[src/rtl/if_mt_pkg.sv]
`default_nettype none
// ============================================================================
//  Module      : if_mt_pkg
//  Description : Shared widths, packet type and line alignment helper for the
//                multi-thread fetch stage.
//  Revision    : 1.0
// ============================================================================
package if_mt_pkg;

    localparam int MAX_XLEN        = 128;
    localparam int DEF_NUM_THREADS = 2;
    localparam int DEF_INST_W      = 32;
    localparam int DEF_LINE_W      = 64;

    function automatic int tid_width(input int n);
        return (n <= 1) ? 1 : $clog2(n);
    endfunction

    function automatic int fetch_width(input int line_w, input int inst_w);
        return line_w / inst_w;
    endfunction

    localparam int TID_W   = tid_width(DEF_NUM_THREADS);
    localparam int FETCH_W = fetch_width(DEF_LINE_W, DEF_INST_W);

    typedef struct packed {
        logic [FETCH_W*DEF_INST_W-1:0] inst;
        logic [FETCH_W-1:0]            valid;
        logic [TID_W-1:0]              tid;
        logic [63:0]                   pc;
    } fetch_packet_t;

    // Clears the byte-offset-within-line bits of an address.
    function automatic logic [MAX_XLEN-1:0] line_align(input logic [MAX_XLEN-1:0] addr,
                                                       input int off_bits);
        logic [MAX_XLEN-1:0] mask;
        mask = '1;
        mask = mask << off_bits;
        return addr & mask;
    endfunction

endpackage
`default_nettype wire

[src/rtl/if_stage_mt_rr_arbiter.sv]
`default_nettype none
// ============================================================================
//  Module      : rr_arbiter
//  Description : Combinational round-robin arbiter; search starts one past ptr.
//  Revision    : 1.0
// ============================================================================
module rr_arbiter #(
    parameter int NUM_THREADS = 2,
    parameter int TID_W       = 1
)(
    input  logic [NUM_THREADS-1:0] req,
    input  logic [TID_W-1:0]       ptr,
    output logic [NUM_THREADS-1:0] grant,
    output logic [TID_W-1:0]       grant_idx,
    output logic                   any_grant
);

    logic [2*NUM_THREADS-1:0] w_dbl;
    logic [NUM_THREADS-1:0]   w_rot;
    int                       w_idx;

    assign w_dbl = {req, req};

    always_comb begin
        w_rot     = NUM_THREADS'(w_dbl >> ((int'(ptr) + 1) % NUM_THREADS));
        w_idx     = 0;
        any_grant = 1'b0;
        for (int i = 0; i < NUM_THREADS; i++) begin
            if (!any_grant && w_rot[i]) begin
                any_grant = 1'b1;
                w_idx     = (int'(ptr) + 1 + i) % NUM_THREADS;
            end
        end
        grant_idx = TID_W'(w_idx);
        grant     = any_grant ? (NUM_THREADS'(1) << w_idx) : '0;
    end

endmodule
`default_nettype wire

[src/rtl/if_stage_mt.sv]
`default_nettype none
// ============================================================================
//  Module      : if_stage_mt
//  Description : Round-robin multi-thread instruction fetch stage with
//                per-thread redirect/stall, global stall and packet flush.
//  Revision    : 1.0
// ============================================================================
module if_stage_mt
    import if_mt_pkg::*;
#(
    parameter int               NUM_THREADS = 2,
    parameter int               XLEN        = 64,
    parameter int               INST_W      = 32,
    parameter int               LINE_W      = 64,
    parameter logic [XLEN-1:0]  RESET_PC    = '0
)(
    input  logic                                          clock,
    input  logic                                          reset,
    input  logic [NUM_THREADS-1:0]                        thread_active,
    input  logic [NUM_THREADS-1:0]                        branch_taken,
    input  logic [NUM_THREADS*XLEN-1:0]                   target_pc,
    input  logic [NUM_THREADS-1:0]                        thread_stall,
    input  logic                                          global_stall,
    input  logic [NUM_THREADS-1:0]                        mem_hazard_stall,
    input  logic [LINE_W-1:0]                             Imem2proc_data,
    input  logic                                          Imem2proc_valid,
    output logic [XLEN-1:0]                               proc2Imem_addr,
    output logic [NUM_THREADS*XLEN-1:0]                   next_PC_out,
    output logic [fetch_width(LINE_W, INST_W)*INST_W-1:0] inst_out,
    output logic [fetch_width(LINE_W, INST_W)-1:0]        inst_valid,
    output logic [tid_width(NUM_THREADS)-1:0]             out_tid,
    output logic [XLEN-1:0]                               out_pc
);

    localparam int              c_FETCH_W    = fetch_width(LINE_W, INST_W);
    localparam int              c_TID_W      = tid_width(NUM_THREADS);
    localparam int              c_LINE_BYTES = LINE_W / 8;
    localparam int              c_OFF_BITS   = $clog2(c_LINE_BYTES);
    localparam int              c_INST_BYTES = INST_W / 8;
    localparam logic [XLEN-1:0] c_LINE_INC   = XLEN'(c_LINE_BYTES);

    logic [XLEN-1:0]             r_pc [NUM_THREADS];
    logic [c_TID_W-1:0]          r_rr_ptr;
    logic [c_FETCH_W*INST_W-1:0] r_inst;
    logic [c_FETCH_W-1:0]        r_valid;
    logic [c_TID_W-1:0]          r_tid;
    logic [XLEN-1:0]             r_out_pc;

    logic [NUM_THREADS-1:0]      w_eligible;
    logic [NUM_THREADS-1:0]      w_req;
    logic [NUM_THREADS-1:0]      w_grant_oh;
    logic [c_TID_W-1:0]          w_grant_idx;
    logic                        w_any_grant;
    logic [c_TID_W-1:0]          w_next_ptr;
    logic [c_TID_W-1:0]          w_sel_idx;
    logic [XLEN-1:0]             w_sel_pc;
    logic [XLEN-1:0]             w_sel_aligned;
    logic [c_OFF_BITS-1:0]       w_byte_off;
    logic [c_FETCH_W-1:0]        w_slot_valid;
    logic                        w_fire;

    // A redirected thread is excluded so its stale PC is never fetched.
    assign w_eligible = thread_active & ~thread_stall & ~mem_hazard_stall & ~branch_taken;
    assign w_req      = global_stall ? '0 : w_eligible;

    rr_arbiter #(
        .NUM_THREADS (NUM_THREADS),
        .TID_W       (c_TID_W)
    ) u_arb (
        .req       (w_req),
        .ptr       (r_rr_ptr),
        .grant     (w_grant_oh),
        .grant_idx (w_grant_idx),
        .any_grant (w_any_grant)
    );

    assign w_next_ptr    = (int'(r_rr_ptr) == NUM_THREADS - 1) ? '0 : r_rr_ptr + 1'b1;
    assign w_sel_idx     = w_any_grant ? w_grant_idx : w_next_ptr;
    assign w_sel_pc      = r_pc[w_sel_idx];
    assign w_sel_aligned = XLEN'(line_align(MAX_XLEN'(w_sel_pc), c_OFF_BITS));
    assign w_byte_off    = w_sel_pc[c_OFF_BITS-1:0];
    assign w_fire        = w_any_grant & Imem2proc_valid;

    // Slots before the PC's position in the line belong to earlier code.
    always_comb begin
        w_slot_valid = '0;
        for (int i = 0; i < c_FETCH_W; i++) begin
            w_slot_valid[i] = (i >= (int'(w_byte_off) / c_INST_BYTES));
        end
    end

    always_ff @(posedge clock) begin
        if (reset) begin
            for (int t = 0; t < NUM_THREADS; t++) begin
                r_pc[t] <= RESET_PC;
            end
            r_rr_ptr <= c_TID_W'(NUM_THREADS - 1);
            r_inst   <= '0;
            r_valid  <= '0;
            r_tid    <= '0;
            r_out_pc <= '0;
        end else begin
            for (int t = 0; t < NUM_THREADS; t++) begin
                if (branch_taken[t]) begin
                    r_pc[t] <= target_pc[t*XLEN +: XLEN];
                end else if (w_fire && w_grant_oh[t]) begin
                    r_pc[t] <= w_sel_aligned + c_LINE_INC;
                end
            end
            if (w_fire) begin
                r_rr_ptr <= w_grant_idx;
            end
            if (!global_stall) begin
                if (w_fire) begin
                    r_inst   <= Imem2proc_data;
                    r_tid    <= w_grant_idx;
                    r_out_pc <= w_sel_pc;
                    r_valid  <= w_slot_valid;
                end else begin
                    r_valid  <= '0;
                end
            end
            // Flush wins over both hold and a fresh packet.
            if (branch_taken[r_tid]) begin
                r_valid <= '0;
            end
        end
    end

    for (genvar t = 0; t < NUM_THREADS; t++) begin : g_pc_out
        assign next_PC_out[t*XLEN +: XLEN] = r_pc[t];
    end

    assign proc2Imem_addr = w_sel_aligned;
    assign inst_out       = r_inst;
    assign inst_valid     = r_valid;
    assign out_tid        = r_tid;
    assign out_pc         = r_out_pc;

endmodule
`default_nettype wire

[config.mk]
export PLATFORM = sky130hd
export DESIGN_NAME = if_stage_mt
export DESIGN_NICKNAME = d
export VERILOG_FILES = /design/src/rtl/if_mt_pkg.sv /design/src/rtl/if_stage_mt_rr_arbiter.sv /design/src/rtl/if_stage_mt.sv
export SDC_FILE = /design/constraint.sdc
export NUM_CORES = 1
export LEC_CHECK = 0
export ABC_AREA = 1
export ABC_CLOCK_PERIOD_IN_PS = 3600
export BUFFER_PORTS_ARGS = -buffer_cell sky130_fd_sc_hd__buf_4
export CELL_PAD_IN_SITES_DETAIL_PLACEMENT = 1
export CELL_PAD_IN_SITES_GLOBAL_PLACEMENT = 2
export CORE_MARGIN = 2
export CORE_UTILIZATION = 27
export CTS_CLUSTER_SIZE = 8
export DETAILED_ROUTE_END_ITERATION = 6
export PLACE_DENSITY = 0.88
export SLEW_MARGIN = 10
export SYNTH_ARGS = -nofsm -noshare
export SYNTH_HDL_FRONTEND = slang
export SYNTH_SLANG_ARGS = --single-unit
[constraint.sdc]
create_clock -name clock -period 3.6 [get_ports clock]
set_input_delay 0.72 -clock clock [delete_from_list [all_inputs] [get_ports clock]]
set_output_delay 0.72 -clock clock [all_outputs]
set_load 0.03 [all_outputs]
---- Word-level counts from Yosys, hierarchy flattened ----
Memory sizes are Yosys's and may differ from the RTL's.
Cells that the tools add are included.
cells by class
  add/subtract/negate cells ............... 4
  $lt $le $gt $ge ......................... 3
  shift-type cells ........................ 2
  mux-type cells .......................... 31
  bitwise gates (word level) .............. 14
  reduce and logical (&&, ||, !) cells .... 6
operator list
  operator                                                    number
  two-way mux 64 bit                                          4
  adder 64 x 4 -> 64 bit, second input constant               1
  two-way mux 32 bit                                          2
  adder 32 x 2 -> 32 bit, second input constant               1
  << shifter 1 x 32 -> 2 bit, first input constant            1
  right shift 4 x 32 -> 2 bit                                 1
  two-way mux 1 bit                                           22
  bitwise AND 2 bit                                           3
  two-way mux 2 bit                                           3
  NOT 2 bit                                                   3
  bitwise OR 1 bit                                            4
  logical AND 1 bit                                           3
  adder 1 x 1 -> 2 bit, second input constant                 1
  bitwise AND 1 bit                                           2
  greater-or-equal comparator 1 bit, first input constant     2
  less-than comparator 1 x 2 -> 1 bit, second input constant  1
  AND reduction 2 bit                                         1
  OR reduction 2 bit                                          1
  adder 1 bit, second input constant                          1
  bitwise AND 1 bit, first input constant                     1
  zero test 1 bit                                             1
  NOT 1 bit                                                   1
word-level totals
  register bits after elaboration ......... 132
  memory bits (writable) .................. 128
  input bits .............................. 204
  output and inout bits ................... 323
  logic and storage cells ................. 66
  memories kept ........................... 1
memory list
  name  words  width  rd ports  clocked after Yosys merged registers in  wr ports  RTL line           RTL
  r_pc  2      64     3         0                                        2         if_stage_mt.sv:42  logic [XLEN-1:0] r_pc [NUM_THREADS];

---- Logic depth before layout (Yosys ltp) ----
  word-level depth ........................ 18
  gate-level depth with buffers ........... 19
  mapped depth without buffers ............ 19

---- Modules after synthesis ----
From an unflattened synthesis, not the netlist that was laid out.
second synthesis, totals
  cells, all modules ...................... 2145
  area, all modules ....................... 14830.5 sq um
by module, submodules not included
  module       instances  cells each  area an instance (sq um)  sequential area each (sq um)
  if_stage_mt  1          2138        14800.4                   6456.2
  rr_arbiter   1          7           30.0                      0.0

---- Least setup slack after synthesis ----
Ideal clock, no wire load.
  kind .................................... input to register
  start point ............................. in global_stall
  end point ............................... mem r_pc[1][10], enable pin
  setup time .............................. 0.420 ns
  arrival ................................. 2.897 ns
  required time ........................... 3.180 ns
  setup slack ............................. 0.282 ns
  cell stages on the path ................. 9
  path buffers ............................ 2
  cells stage by stage .................... nor2_1 > nand2_1 > nor2_2 > nand2_4 > buf_2 > buf_4 > nor2_1 > inv_1 > nand2_1
RTL lines
  item             RTL line           RTL
  start, declared  if_stage_mt.sv:23  input logic global_stall,
  end, declared    if_stage_mt.sv:42

---- Worst setup path in the final report ----
  start point ............................. in global_stall
  end point ............................... out proc2Imem_addr[44]
on the way
  cells in the longest elaborated chain, start to end .. 8
  elaborated cells between the ends (all ways) .. 10
  classes of those cells .................. 1 x shift; 6 x mux; 2 x reduce/logical; 1 x memory
ends and longest elaborated chain
  item                                                            RTL line                      RTL
  two-way mux 2 bit (*)                                           if_stage_mt.sv:64             assign w_req = global_stall ? '0 : w_eligible;
  right shift 4 x 32 -> 2 bit (*)                                 if_stage_mt_rr_arbiter.sv:25  w_rot = NUM_THREADS'(w_dbl >> ((int'(ptr) + 1) % NUM_THREADS));
  two-way mux 1 bit                                               if_stage_mt_rr_arbiter.sv:29  if (!any_grant && w_rot[i]) begin
  zero test 1 bit                                                 if_stage_mt_rr_arbiter.sv:29
  logical AND 1 bit                                               if_stage_mt_rr_arbiter.sv:29
  two-way mux 32 bit / two-way mux 1 bit (equally long branches)  if_stage_mt_rr_arbiter.sv:29
  two-way mux 1 bit (*)                                           if_stage_mt.sv:78             assign w_sel_idx = w_any_grant ? w_grant_idx : w_next_ptr;
  memory (2 x 64 bit) (*)                                         -
  end, declared                                                   if_stage_mt.sv:27             output logic [XLEN-1:0] proc2Imem_addr,
Mark *: on every way between the ends. The rest lies on a longest branch, timed or not.

==> metrics list <==
- Run status: completed
* Power density cells: 415.1 nW/um^2
- STA puts the critical path data required time at 2.88 ns.
- Worst min-delay path category: in -> reg
- The largest single stage delay on the critical path is 0.34 ns.
- Synthesis handed over a netlist of 2,123 instances.
- Fraction of synthesis flops using an asynchronous set or reset pin: 0
- Counting I/O delays and the setup requirement, the final critical path takes 3.264 ns.
- Compared with the post-synthesis result, the final layout area differs by 43.61%.
- The most used flip-flop cell after synthesis is sky130_fd_sc_hd__dfxtp_1.
- In the final design database the tool counted 2,901 nets.
* Area of the die: 56,610 sq um
* Critical path launch point type: input port
- In this run, synthesis inferred 125 flip-flops with an integrated enable.
- The worst pin sits at a relative slew slack of 0.2144.
* Root buffer cell: sky130_fd_sc_hd__clkbuf_16
* TritonCTS Sinks: 260
- By area the synthesized netlist is led by sky130_fd_sc_hd__edfxtp_1 25%, sky130_fd_sc_hd__nand2_1 20%, sky130_fd_sc_hd__dfxtp_1 18%, sky130_fd_sc_hd__nor2_1 7.6%, sky130_fd_sc_hd__inv_1 5.6%.
* Netlist cell types: 30
- The congestion estimate from routability-driven global placement came to 0.8701.
- The clock arrives with 0.01692 ns of skew.
- The critical path goes through buf_4, nor2_1, nand2_1, nor2_2, nand2_4, nand2_4, buf_4, nand2_1, nand2_1, buf_4, inv_1, buf_4, buf_4.
- After routing, the total negative slack on setup checks comes to 0 ns.
- Crit path max-delay cell type: sky130_fd_sc_hd__buf_4
* Count of H-tree levels built during CTS: 2
- Clock insertion delay at the later pin of the skew report: 0.56 ns
* Share of Yosys cell area claimed by the top area cell type: 0.2540
- Antenna Nets Post-Route: 0
- The worst setup path is of the in -> out kind.
- Number of detailed-route iterations in the first pass: 5
- Part of the cycle the worst path needs: 0.9067
- Max Buffers Root-to-Sink: 3
- Setup repair after global routing left no endpoint under its margin.
- In this run the worst path has a maximum fanout of 25.
* Post-Route Hold Slack: 0.4161 ns
* Family with the most delay on the worst path: buffers and inverters
- Total power: 8807 uW
- Wire length of the first global-routing pass: 108.4 mm
- The routed layout has 16,380 vias.
- Worst slack after detailed placement: -0.1143 ns
- Count leader, synth: sky130_fd_sc_hd__nand2_1
- Clock tree from TritonCTS: yes
- Setup violations remaining at the end of the flow were counted as 0.
- After detailed routing, the average wire length per cell comes to 21.51 um.
- VDD sags by at most 0.0002701 V.
- The biggest area contributor in the post-synthesis netlist is sky130_fd_sc_hd__edfxtp_1.
- Endpoint kind of the worst setup timing path: primary output
* Maximum achievable frequency: 0.3064 GHz
- TritonCTS Buffers: 38
* Top cell by count, worst path: sky130_fd_sc_hd__buf_4
* Number of buffer and inverter stages on the critical path: 6
- Avg Vias per Cell: 4.788
- Max-cap violation count: 0
* Post-CTS repair timing setup buffer count: 0
- In this run the static leakage power is 0.01053 uW.
* Count of state elements after synthesis: 260
- Final Worst Setup Slack: 0.3358 ns
- Global route total overflow: 0
- Summing every instance area after synthesis gives 14,780 sq um.
* Height of the die: 237.9 um
- Mean post-synth cell area: 6.960 sq um
* Hold Buf Count CTS: 0
- The commonest cells after synthesis are 784 x sky130_fd_sc_hd__nand2_1, 298 x sky130_fd_sc_hd__nor2_1, 222 x sky130_fd_sc_hd__inv_1, 135 x sky130_fd_sc_hd__dfxtp_1, 125 x sky130_fd_sc_hd__edfxtp_1.
- Total number of placement rows: 85
* Count of port buffers added during placement: 523
* Antenna violations before repair: 4
- Critical Path AT: 2.54 ns
- Aggregate global-route resource usage: 0.2543
- Die W: 237.9 um
* Actual slew at the worst max-slew pin: 1.178 ns
* Clock edge transition at the registers on the reported setup and hold paths: 0.05 ns
* Ys Warns: 0
- Detailed router's first-iteration violation count: 885
* Number of global-route vias before repair: 17,340
- Starting Density: 0.2740
- Quantity of gates resized following cts: 0
- The final layout contains routed wiring with a total length of 73.57 mm.
- For this design the top-level I/O count stands at 527.
* Number of hold violations in the final report: 0
* Portion of the post-synthesis area used by sequential elements: 0.4370
- In the final layout, the share of cells above drive strength 1 is 0.2907.
* Final routed DRC violation total: 0
* Number of pins exceeding their max-slew limit in the final report: 0
* HPWL after detailed placement: 58.53 mm
- The region available for standard cell placement spans 53,920 sq um.
- Entering global routing, the biggest net connects 104 pins.
-- worst min-delay path: stages --
cell	delay (ns)
sky130_fd_sc_hd__buf_4	0.07
sky130_fd_sc_hd__o21ai_0	0.07
sky130_fd_sc_hd__nor2_1	0.07
-- logic make-up after synthesis --
group / Yosys count / share of synthesized area
compound gates: 170 / 0.06859
xor+xnor: 25 / 0.01482
fa+ha+maj: 1 / 0.0008467
buf+inv: 386 / 0.1221
flops: 260 / 0.4370
other cells: 1 / 0.0002538
simple gates: 1280 / 0.3564
-- report_power, final --
| group | internal [uW] | total (uW) | switching, uW | leakage, uW |
|---|---|---|---|---|
| clock | 2010 | 3420 | 1410 | 0.000526 |
| sequential | 3280 | 3400 | 127 | 0.00245 |
| combinational | 721 | 1990 | 1270 | 0.00755 |
| total | 6010 | 8810 | 2800 | 0.0105 |
-- routing by layer --
layer | wire, um | track usage | vias to the layer above
li1 | - | - | 7739
met1 | 29910 | 0.2997 | 7976
met2 | 36300 | 0.4474 | 557
met3 | 5212 | 0.06212 | 108
met4 | 2152 | 0.09186 | 0
met5 | 0 | 0 | -
-- final cells by class --
type	instances	area, sq um
fill	6749	32700
multi-input combinational	1479	6563
sequential	260	6456
timing repair buffer	689	5360
clock buffer	62	1062
tap	696	870.8
inverter	228	863.3
clock inverter	3	33.78
antenna	4	10.01
-- layout by cell type (no fill, tap or decap) --
cell type	n
sky130_fd_sc_hd__a21oi_1	6
sky130_fd_sc_hd__buf_12	15
sky130_fd_sc_hd__buf_4	674
sky130_fd_sc_hd__clkbuf_1	23
sky130_fd_sc_hd__clkbuf_16	39
sky130_fd_sc_hd__clkinv_2	1
sky130_fd_sc_hd__conb_1	3
sky130_fd_sc_hd__dfxtp_1	135
sky130_fd_sc_hd__diode_2	4
sky130_fd_sc_hd__edfxtp_1	125
sky130_fd_sc_hd__ha_1	1
sky130_fd_sc_hd__inv_1	221
sky130_fd_sc_hd__inv_16	1
sky130_fd_sc_hd__inv_2	5
sky130_fd_sc_hd__inv_4	1
sky130_fd_sc_hd__inv_6	2
sky130_fd_sc_hd__nand2_1	781
sky130_fd_sc_hd__nand2_2	12
sky130_fd_sc_hd__nand2_4	5
sky130_fd_sc_hd__nand3_1	96
sky130_fd_sc_hd__nand3_2	3
sky130_fd_sc_hd__nand3b_1	34
sky130_fd_sc_hd__nand4_1	17
sky130_fd_sc_hd__nor2_1	297
sky130_fd_sc_hd__nor2_2	24
sky130_fd_sc_hd__nor2_4	7
sky130_fd_sc_hd__nor3_1	1
sky130_fd_sc_hd__nor3_2	1
sky130_fd_sc_hd__nor4_1	1
sky130_fd_sc_hd__o211ai_1	64
sky130_fd_sc_hd__o21ai_0	88
sky130_fd_sc_hd__o21ai_1	11
sky130_fd_sc_hd__o31ai_1	1
sky130_fd_sc_hd__or2_2	1
sky130_fd_sc_hd__xor2_1	25
-- stage by stage --
step	cells	cell area, sq um	utilization
global placement	3352	20110	0.3730
CTS	3417	21210	0.3933
finish	3421	21220	0.3935
global route	3421	21220	0.3935
floorplan	2125	14780	-
detailed placement	3352	20110	0.3730
-- path summary, 6_finish.rpt --
kind	depth (start not counted)	from	endpoint	slack (ns)
setup reg to reg	16	r_rr_ptr$_SDFFE_PP1N_	r_pc[0][31]$_SDFFCE_PN0P_	0.58
hold reg to reg	2	inst_valid[0]$_SDFFE_PP0N_	inst_valid[0]$_SDFFE_PP0N_	0.48
hold / removal	3	Imem2proc_data[37]	inst_out[37]$_SDFFE_PP0P_	0.42
setup / recovery	13	global_stall	proc2Imem_addr[44]	0.34
-- sequential cells by signal, summed over array words and instances (netlist names) --
signal and count:
r_rr_ptr 1, out_pc 64, out_tid 1, inst_out 64, inst_valid 2, r_pc 128
Power figures use the tool's default switching activity.
